$ cat config.mk
export PLATFORM = sky130hd
export DESIGN_NAME = trigger_qualifier
export DESIGN_NICKNAME = d
export VERILOG_FILES = /design/src/rtl/trigger_qualifier_pkg.sv /design/src/rtl/sync_filter.sv /design/src/rtl/trigger_qualifier.sv
export SDC_FILE = /design/constraint.sdc
export NUM_CORES = 1
export LEC_CHECK = 0
export CELL_PAD_IN_SITES_DETAIL_PLACEMENT = 1
export CELL_PAD_IN_SITES_GLOBAL_PLACEMENT = 1
export CORE_MARGIN = 2
export CORE_UTILIZATION = 49
export CTS_CLUSTER_SIZE = 12
export DETAILED_ROUTE_END_ITERATION = 16
export DONT_BUFFER_PORTS = 1
export GPL_ROUTABILITY_DRIVEN = 1
export PLACE_DENSITY = 0.85
export SYNTH_ARGS = -nofsm -noshare
export SYNTH_HDL_FRONTEND = slang
export SYNTH_SLANG_ARGS = --single-unit
$ cat constraint.sdc
create_clock -name clk -period 4.7 [get_ports clk]
set_input_delay 0.47 -clock clk [delete_from_list [all_inputs] [get_ports clk]]
set_output_delay 0.47 -clock clk [all_outputs]
set_load 0.03 [all_outputs]
$ cat src/rtl/trigger_qualifier_pkg.sv
// -----------------------------------------------------------------------------
// trigger_qualifier_pkg
// Shared types and constants for the trigger qualifier: the controller state
// encoding, the edge-select codes carried on edge_sel, and the width of the
// match-count / edge-counter datapath.
// -----------------------------------------------------------------------------
package trigger_qualifier_pkg;

  localparam int MATCH_W = 16;

  localparam logic EDGE_RISE = 1'b0;
  localparam logic EDGE_FALL = 1'b1;

  typedef enum logic [1:0] {
    ST_IDLE,
    ST_ARMED,
    ST_FIRE,
    ST_WAIT_DONE
  } state_t;

endpackage

$ cat src/rtl/sync_filter.sv
// -----------------------------------------------------------------------------
// sync_filter
// Brings an asynchronous level into the clk domain through a SYNC_STAGES-deep
// flop chain, then debounces it: the filtered level only follows the
// synchronized value once the two have disagreed for FILTER_CYCLES
// consecutive cycles. Any cycle of agreement restarts the count.
//
// Ports
//   clk    in  system clock, rising edge
//   rst_n  in  asynchronous active-low reset (chain, counter and level -> 0)
//   din    in  asynchronous input level
//   level  out filtered, synchronized level
// -----------------------------------------------------------------------------
module sync_filter #(
  parameter int SYNC_STAGES   = 2,
  parameter int FILTER_CYCLES = 4
) (
  input  logic clk,
  input  logic rst_n,
  input  logic din,
  output logic level
);

  // Counter only has to reach FILTER_CYCLES-1; keep at least one bit so a
  // filter of 1 still elaborates.
  localparam int CNT_W = (FILTER_CYCLES > 1) ? $clog2(FILTER_CYCLES) : 1;
  localparam logic [CNT_W-1:0] CNT_LAST = CNT_W'(FILTER_CYCLES - 1);

  logic [SYNC_STAGES-1:0] sync_q;
  logic [CNT_W-1:0]       stable_cnt;
  logic                   synced;

  assign synced = sync_q[SYNC_STAGES-1];

  // NOTE: flops are written with non-blocking assignments so every register
  // samples the pre-edge value of its neighbour; blocking here would collapse
  // the synchronizer chain into a single stage.
  always_ff @(posedge clk or negedge rst_n) begin
    if (!rst_n) begin
      sync_q     <= '0;
      stable_cnt <= '0;
      level      <= 1'b0;
    end else begin
      sync_q <= {sync_q[SYNC_STAGES-2:0], din};
      if (synced == level) begin
        stable_cnt <= '0;
      end else if (stable_cnt == CNT_LAST) begin
        level      <= synced;
        stable_cnt <= '0;
      end else begin
        stable_cnt <= stable_cnt + CNT_W'(1);
      end
    end
  end

endmodule

$ cat src/rtl/trigger_qualifier.sv
// -----------------------------------------------------------------------------
// trigger_qualifier
// Arms on request, counts debounced edges of the selected polarity on
// target_in, and raises a registered trigger to the glitch generator when the
// requested edge ordinal is reached. The trigger is held until the generator
// completes its done handshake (done low = accepted, then done high = finished).
//
// Optional watchdog: define TRIG_QUAL_TIMEOUT_EN to abort a shot that spends
// TIMEOUT_CYCLES in FIRE/WAIT_DONE, dropping trigger and setting the sticky
// timeout_err flag (cleared by reset or the next accepted arm). Without the
// macro, timeout_err is tied low and the handshake is awaited indefinitely.
//
// Ports
//   clk          in  12 MHz system clock, rising edge
//   rst_n        in  asynchronous active-low reset
//   target_in    in  asynchronous target event line
//   arm          in  single-cycle arm request (honoured only in IDLE)
//   edge_sel     in  0 = rising, 1 = falling; sampled with arm
//   match_count  in  ordinal of the firing edge (0 treated as 1); sampled with arm
//   glitch_done  in  asynchronous done level from the glitch generator
//   trigger      out registered level trigger
//   armed        out high while waiting for qualifying edges
//   timeout_err  out sticky watchdog flag
// -----------------------------------------------------------------------------
module trigger_qualifier
  import trigger_qualifier_pkg::*;
#(
  parameter int          SYNC_STAGES    = 2,
  parameter int          FILTER_CYCLES  = 4,
  parameter logic [23:0] TIMEOUT_CYCLES = 24'd12_000_000
) (
  input  logic               clk,
  input  logic               rst_n,
  input  logic               target_in,
  input  logic               arm,
  input  logic               edge_sel,
  input  logic [MATCH_W-1:0] match_count,
  input  logic               glitch_done,
  output logic               trigger,
  output logic               armed,
  output logic               timeout_err
);

  logic target_lvl, target_lvl_d, done_lvl;
  logic rise_q, fall_q, qual_edge;

  state_t             state, state_nx;
  logic               sel_q, sel_nx;
  logic [MATCH_W-1:0] match_q, match_nx;
  logic [MATCH_W-1:0] edge_cnt, edge_cnt_nx, edge_inc;
  logic               wd_hit;
  logic               arm_accept;

  sync_filter #(
    .SYNC_STAGES  (SYNC_STAGES),
    .FILTER_CYCLES(FILTER_CYCLES)
  ) u_target_filt (
    .clk  (clk),
    .rst_n(rst_n),
    .din  (target_in),
    .level(target_lvl)
  );

  sync_filter #(
    .SYNC_STAGES  (SYNC_STAGES),
    .FILTER_CYCLES(1)
  ) u_done_filt (
    .clk  (clk),
    .rst_n(rst_n),
    .din  (glitch_done),
    .level(done_lvl)
  );

  // Edge pulses are registered once more so the FSM sees an edge exactly
  // SYNC_STAGES+FILTER_CYCLES cycles after the input change, giving the
  // documented trigger latency with a registered trigger.
  assign qual_edge  = (sel_q == EDGE_FALL) ? fall_q : rise_q;
  assign edge_inc   = edge_cnt + MATCH_W'(1);
  assign arm_accept = (state == ST_IDLE) && arm;

  // NOTE: every variable assigned here gets a default first, so no path
  // through the case leaves one unassigned and no latch is inferred.
  always_comb begin
    state_nx    = state;
    sel_nx      = sel_q;
    match_nx    = match_q;
    edge_cnt_nx = edge_cnt;
    case (state)
      ST_IDLE: begin
        if (arm) begin
          sel_nx      = edge_sel;
          match_nx    = (match_count == '0) ? MATCH_W'(1) : match_count;
          edge_cnt_nx = '0;
          state_nx    = ST_ARMED;
        end
      end
      ST_ARMED: begin
        if (qual_edge) begin
          edge_cnt_nx = edge_inc;
          if (edge_inc == match_q) state_nx = ST_FIRE;
        end
      end
      // Done is still high from the previous shot; wait for it to fall
      // (request accepted) before looking for its rise (shot finished).
      ST_FIRE:      if (!done_lvl) state_nx = ST_WAIT_DONE;
      ST_WAIT_DONE: if (done_lvl)  state_nx = ST_IDLE;
      default:      state_nx = ST_IDLE;
    endcase
    if (wd_hit) state_nx = ST_IDLE;
  end

  always_ff @(posedge clk or negedge rst_n) begin
    if (!rst_n) begin
      state        <= ST_IDLE;
      sel_q        <= EDGE_RISE;
      match_q      <= '0;
      edge_cnt     <= '0;
      trigger      <= 1'b0;
      armed        <= 1'b0;
      target_lvl_d <= 1'b0;
      rise_q       <= 1'b0;
      fall_q       <= 1'b0;
    end else begin
      state        <= state_nx;
      sel_q        <= sel_nx;
      match_q      <= match_nx;
      edge_cnt     <= edge_cnt_nx;
      trigger      <= (state_nx == ST_FIRE) || (state_nx == ST_WAIT_DONE);
      armed        <= (state_nx == ST_ARMED);
      target_lvl_d <= target_lvl;
      rise_q       <= target_lvl & ~target_lvl_d;
      fall_q       <= ~target_lvl & target_lvl_d;
    end
  end

`ifdef TRIG_QUAL_TIMEOUT_EN
  logic [23:0] wd_cnt;
  logic        in_shot;

  assign in_shot = (state == ST_FIRE) || (state == ST_WAIT_DONE);
  assign wd_hit  = in_shot && (wd_cnt == TIMEOUT_CYCLES - 24'd1);

  always_ff @(posedge clk or negedge rst_n) begin
    if (!rst_n) begin
      wd_cnt      <= '0;
      timeout_err <= 1'b0;
    end else begin
      wd_cnt <= in_shot ? wd_cnt + 24'd1 : 24'd0;
      if (wd_hit)          timeout_err <= 1'b1;
      else if (arm_accept) timeout_err <= 1'b0;
    end
  end
`else
  logic unused_timeout;

  assign wd_hit         = 1'b0;
  assign timeout_err    = 1'b0;
  assign unused_timeout = ^{TIMEOUT_CYCLES, arm_accept};
`endif

endmodule

* Word-level counts from Yosys, hierarchy flattened
Index checks and enable logic that the tools add are counted.
** Storage, ports and cells
- Register bits after elaboration :: 49
- Logic and storage cells :: 60
** Operators by class
- Eq/ne operators :: 12
- Reduce and logical (&&, ||, !) cells :: 8
- Add/subtract/negate cells :: 3
- Mux-type cells :: 15
- Bitwise operators :: 7
** Operators with widths (number)
- 2-to-1 mux 16 bit :: 3
- one-hot mux 16 bit (2 select lines) :: 1
- adder 16 x 1 -> 16 bit, second input constant :: 1
- == test 16 bit :: 1
- logical NOT 16 bit :: 1
- 2-to-1 mux 2 bit :: 7
- == test 2 bit, second input constant :: 5
- one-hot mux 2 bit (4 select lines) :: 1
- AND reduction 2 bit :: 3
- inverter 1 bit :: 5
- == test 2 x 1 -> 1 bit, second input constant :: 2
- inequality test 2 bit, second input constant :: 2
- 2-to-1 mux 1 bit :: 3
- AND reduction 3 bit :: 1
- adder 2 x 1 -> 2 bit, second input constant :: 1
- bitwise AND 1 bit :: 2
- == test 1 bit :: 2
- logical NOT 2 bit :: 1
- nonzero test 2 bit :: 1
- adder 1 bit, second input constant :: 1
- logical OR 1 bit :: 1

* Longest topological paths before layout
- Depth in word-level cells :: 7
- Mapped depth :: 7
- Mapped depth without buffers :: 7

* Modules after synthesis
From an unflattened synthesis, not the netlist that was laid out.
** Second synthesis, totals
- Cells, all modules :: 230
- Area, all modules :: 2414.8 um2
** By module, submodules not included
- trigger_qualifier :: area each 2162.1 um2, times used 1, cells each 216
- sync_filter at u_target_filt :: area each 173.9 um2, times used 1, cells each 10
- sync_filter at u_done_filt :: area each 78.8 um2, times used 1, cells each 4

* Worst setup path after synthesis
No wires, ideal clock.
- Kind :: register to register
- Start :: reg edge_cnt[0]
- End :: reg state[1]
- Path slack :: 2674 ps
- Stages on the path, launching flop included :: 8
- Buffers on the path :: 0
- Required time :: 4572 ps
- Library setup time :: 128 ps
- Arrival time :: 1899 ps
- Cells stage by stage :: dfrtp_1 ha_1 nand4_1 or4_4 xnor2_2 o2111ai_1 nor4_4 mux2_1
** On the way
- Word-level cells in the longest chain between the ends :: 5
** RTL lines
- start, declared :: RTL line trigger_qualifier.sv:50 : logic [MATCH_W-1:0] edge_cnt, edge_cnt_nx, edge_inc;
- start signal, assigned :: RTL line trigger_qualifier.sv:127 : edge_cnt <= edge_cnt_nx;
- adder 16 x 1 -> 16 bit :: RTL line trigger_qualifier.sv:78 : assign edge_inc = edge_cnt + MATCH_W'(1);
- == test 16 bit :: RTL line trigger_qualifier.sv:100 : if (edge_inc == match_q) state_nx = ST_FIRE;
- 2-to-1 mux 2 bit :: RTL line trigger_qualifier.sv:100
- 2-to-1 mux 2 bit :: RTL line trigger_qualifier.sv:98 : if (qual_edge) begin
- one-hot mux 2 bit (4 select lines) :: RTL line trigger_qualifier.sv:88 : case (state)
- net state_nx[1] :: RTL line trigger_qualifier.sv:47 : state_t state, state_nx;
- end signal, assigned :: RTL line trigger_qualifier.sv:124 : state <= state_nx;
- end, declared :: RTL line trigger_qualifier.sv:47
The timed path passes the listed nets, and every way through them passes these cells.
A chain may end at the register's enable or synchronous reset.

* Worst setup path after layout
Same ends and word-level chain as after synthesis.

==> impl_metrics.toml <==
[yosys]
syn_area_um2 = 2491
yosys_warnings = 0
syn_avg_cell_area_um2 = 10.65
synth_compound_gate_area_share_pct = 12.46
synth_ff_type = "dfrtp_1"
synth_top_family_by_area = "simple AND/OR/NAND/NOR gates"
synth_xor_xnor_area_share_pct = 8.036
synth_top_cell_by_area = "dfrtp_1"
async_reset_ff_share_pct = 100.0
syn_nets = 258
synth.area.mux_share_pct = 8.990
synthCells = 234
ys_seq_elements = 47
synthSimpleGateAreaFrac_pct = 18.28
synth_edf_count = 0
netlist.area_leader.share_pct = 47.21
synthTopCellsByArea = "dfrtp_1 (47%), mux2_2 (8.1%), xor2_1 (3.9%)"
synth.yosys.seq_area_share_pct = 47.21
netlist-cell-type-count = 51
synth-adder-area-share_pct = 1.005

[cts]
clock-sinks = 47
numCtsBuffers = 5
cts.clk_slew.worst_paths_ps = 90
insertion_delay_ps = 300
cts_setup_buffers = 0
root_buffer = "clkbuf_8"
cts_tree = "built"
ctsHoldBuffers = 1
htree_levels = 2
cts_buffer_depth = 2
cts_resized = 0

[final_layout]
postLayoutCellArea_um2 = 2655
fin_util_pct = 55.12
fill_cells = 545
area_growth_pct = 6.580
drive_gt1_share_pct = 18.78
nets = 252
num_antenna_cells = 0

[worst_setup_path]
endpoint_kind = "register"
crit_arrival_ps = 2690
critPathMaxStageDelay_ps = 460
crit_slowest_cell = "nor4_2"
crit_type = "register to register"
worst-path-max-fanout = 6
path_cells = "ha_1 > nand4_1 > nor4_2 > xnor2_1 > o211ai_2 > nor4_4 > mux2_1"
cp-start-kind = "register"
cp.required_ps = 4940

[power_and_ir_drop]
power_density_nw_per_um2 = 511.0
switchingPower_mw = 0.5007
seq_power_share_pct = 45.0
swShare_pct = 36.90
combinationalPowerShare_pct = 31.7
power_mw = 1.357
internal_power_mw = 0.8562
max-vdd-ir-drop_uv = 283.6
p_leak_nw = 1.099
clockPowerShare_pct = 23.2

[hold_path]
hold_class = "input pin to async pin"

[place]
gp_congestion = 0.8371
post-place-ws_ps = 2292
io_buffers = 0
placed_area_um2 = 2506
dp_hpwl_um = 4449

[sta]
drv_slew = 0
tightestPinTransition_ps = 930.3
finalCritPeriodShare_pct = 52.06
skew_ps = 6.550
clock.fmax_mhz = 408.7
timing.final.ws_setup_ps = 2253
rsz0062_at_grt = "false"
fin_crit_ps = 2447
fin_tns_setup_ps = 0
report.final.hold_viol_count = 0
relSlewSlack_pct = 37.75
setup-violations-final = 0

[global_route]
grt_remaining_overflow = 0
grt_max_degree = 48
antenna_found_initial = 0
grt_first_pass_wirelength_um = 10490
grt_pass1_vias = 1944
grt_use_total_pct = 25.40

[detailed_routing]
routed_via_density = 6.267
drt_first_pass_iters = 4
drc_errors = 0
routedWlPerCell_um = 21.44
drtIter0Drc = 153
antenna_left = 0
num_vias = 1855
postRouteWirelength_um = 6346

[floorplan]
dieArea_um2 = 5670
fp.dieW_um = 75.30
rows = 25
initial_core_util_pct = 51.71
die_h_um = 75.30
core_area_um2 = 4817
io_pins = 25

[status]
status = "complete, no violations"

[flow_run]
drv_cap = 0
[cell usage after synthesis (3+ instances only)]
| cell | instances |
|---|---|
| nor4_1 | 5 |
| o21ai_0 | 18 |
| nand4_1 | 6 |
| xor2_1 | 11 |
| nand3_1 | 7 |
| inv_1 | 4 |
| clkbuf_1 | 7 |
| nand2_1 | 10 |
| dfrtp_1 | 47 |
| a21oi_1 | 8 |
| nor3_1 | 4 |
| xnor2_1 | 10 |
| nor2b_1 | 3 |
| nor3b_1 | 3 |
| buf_4 | 6 |
| and3_1 | 4 |
| nor2_1 | 14 |
| mux2_2 | 18 |
| and2_1 | 3 |
| o31ai_1 | 7 |
[power by group through the flow]
stage,clock [mW],sequential [mW],combinational [mW]
global route,0.338,0.624,0.469
CTS,0.318,0.608,0.434
global placement,0,0.601,0.369
detailed placement,0,0.615,0.405
floorplan,0,0.559,0.350
finish,0.315,0.611,0.431
[per-stage QoR]
stage | cells | hold slack, ps
floorplan | 234 | 174.4
global placement | 287 | 176.8
detailed placement | 287 | 176.9
CTS | 296 | 14.96
global route | 296 | 11.90
finish | 296 | 5.485
[cell families (layout without fill, tap and decap cells)]
logic type / count (synthesis) / count (layout)
mux: 20 / 20
buf+inv: 19 / 14
simple gates: 75 / 75
fa+ha+maj: 2 / 2
compound gates: 48 / 48
flops: 47 / 47
xor+xnor: 22 / 22
other cells: 1 / 1
[worst paths after layout]
| path | endpoint | slack [ps] | from | cells past startpoint |
|---|---|---|---|---|
| max | state[1] | 2250 | edge_cnt[0] | 7 |
| max in group asynchronous | match_q[15] | 4480 | rst_n | 1 |
| max reg2reg | state[1] | 2250 | edge_cnt[0] | 7 |
| min reg2reg | u_done_filt.sync_q[1] | 360 | u_done_filt.sync_q[0] | 0 |
| min in group clk | u_done_filt.sync_q[0] | 190 | glitch_done | 0 |
| min | armed | 5 | rst_n | 1 |
[layout by cell type (no fill, tap or decap), drive strengths merged, types with 2 or more instances in the layout]
| cell | Yosys | routed |
|---|---|---|
| o21ai | 19 | 19 |
| o41ai | 2 | 2 |
| nor4 | 8 | 8 |
| a21oi | 8 | 8 |
| nor3b | 3 | 3 |
| nand2 | 12 | 12 |
| buf | 8 | 2 |
| and3 | 4 | 4 |
| a31oi | 2 | 2 |
| o31ai | 8 | 8 |
| xor2 | 11 | 11 |
| nand3 | 8 | 8 |
| ha | 2 | 2 |
| dfrtp | 47 | 47 |
| inv | 4 | 5 |
| mux2 | 19 | 19 |
| nor2 | 15 | 15 |
| clkbuf | 7 | 6 |
| nand3b | 2 | 2 |
| nor3 | 4 | 4 |
| xnor2 | 11 | 11 |
| nand4 | 8 | 8 |
| and2 | 3 | 3 |
| nor2b | 3 | 3 |
[critical path: cells and delay by family, from the launching register on]
family	cells	cell delay (ps)
compound gates	1	140
xor+xnor	1	190
fa+ha+maj	1	330
flops	1	450
mux	1	200
simple gates	3	1080
[layer usage]
layer / part of all wire (%) / GRT usage [%] / wire (um) / vias up
met4: 3.1 / 9.942 / 194 / 0
met3: 4.6 / 4.894 / 290 / 21
met2: 50 / 39.90 / 3149 / 57
li1: - / - / - / 832
met1: 43 / 35.06 / 2711 / 945
met5: 0 / 0 / 0 / -
[final cells by class]
type,count,area [um^2],share of cell area (%)
tap,67,83.83,3.157
inverter,4,15.01,0.5655
multi-input combinational,168,1224,46.09
timing repair buffer,2,35.03,1.320
clock buffer,6,82.58,3.110
clock inverter,2,38.79,1.461
sequential,47,1176,44.30
[sequential cells by signal, summed over array words and instances, names as in the netlist, 2 cells and up]
register and cells:
edge_cnt 16, match_q 16, state 2, u_done_filt.sync_q 2, u_target_filt.stable_cnt 2, u_target_filt.sync_q 2
(Power assumes the default switching activity.)
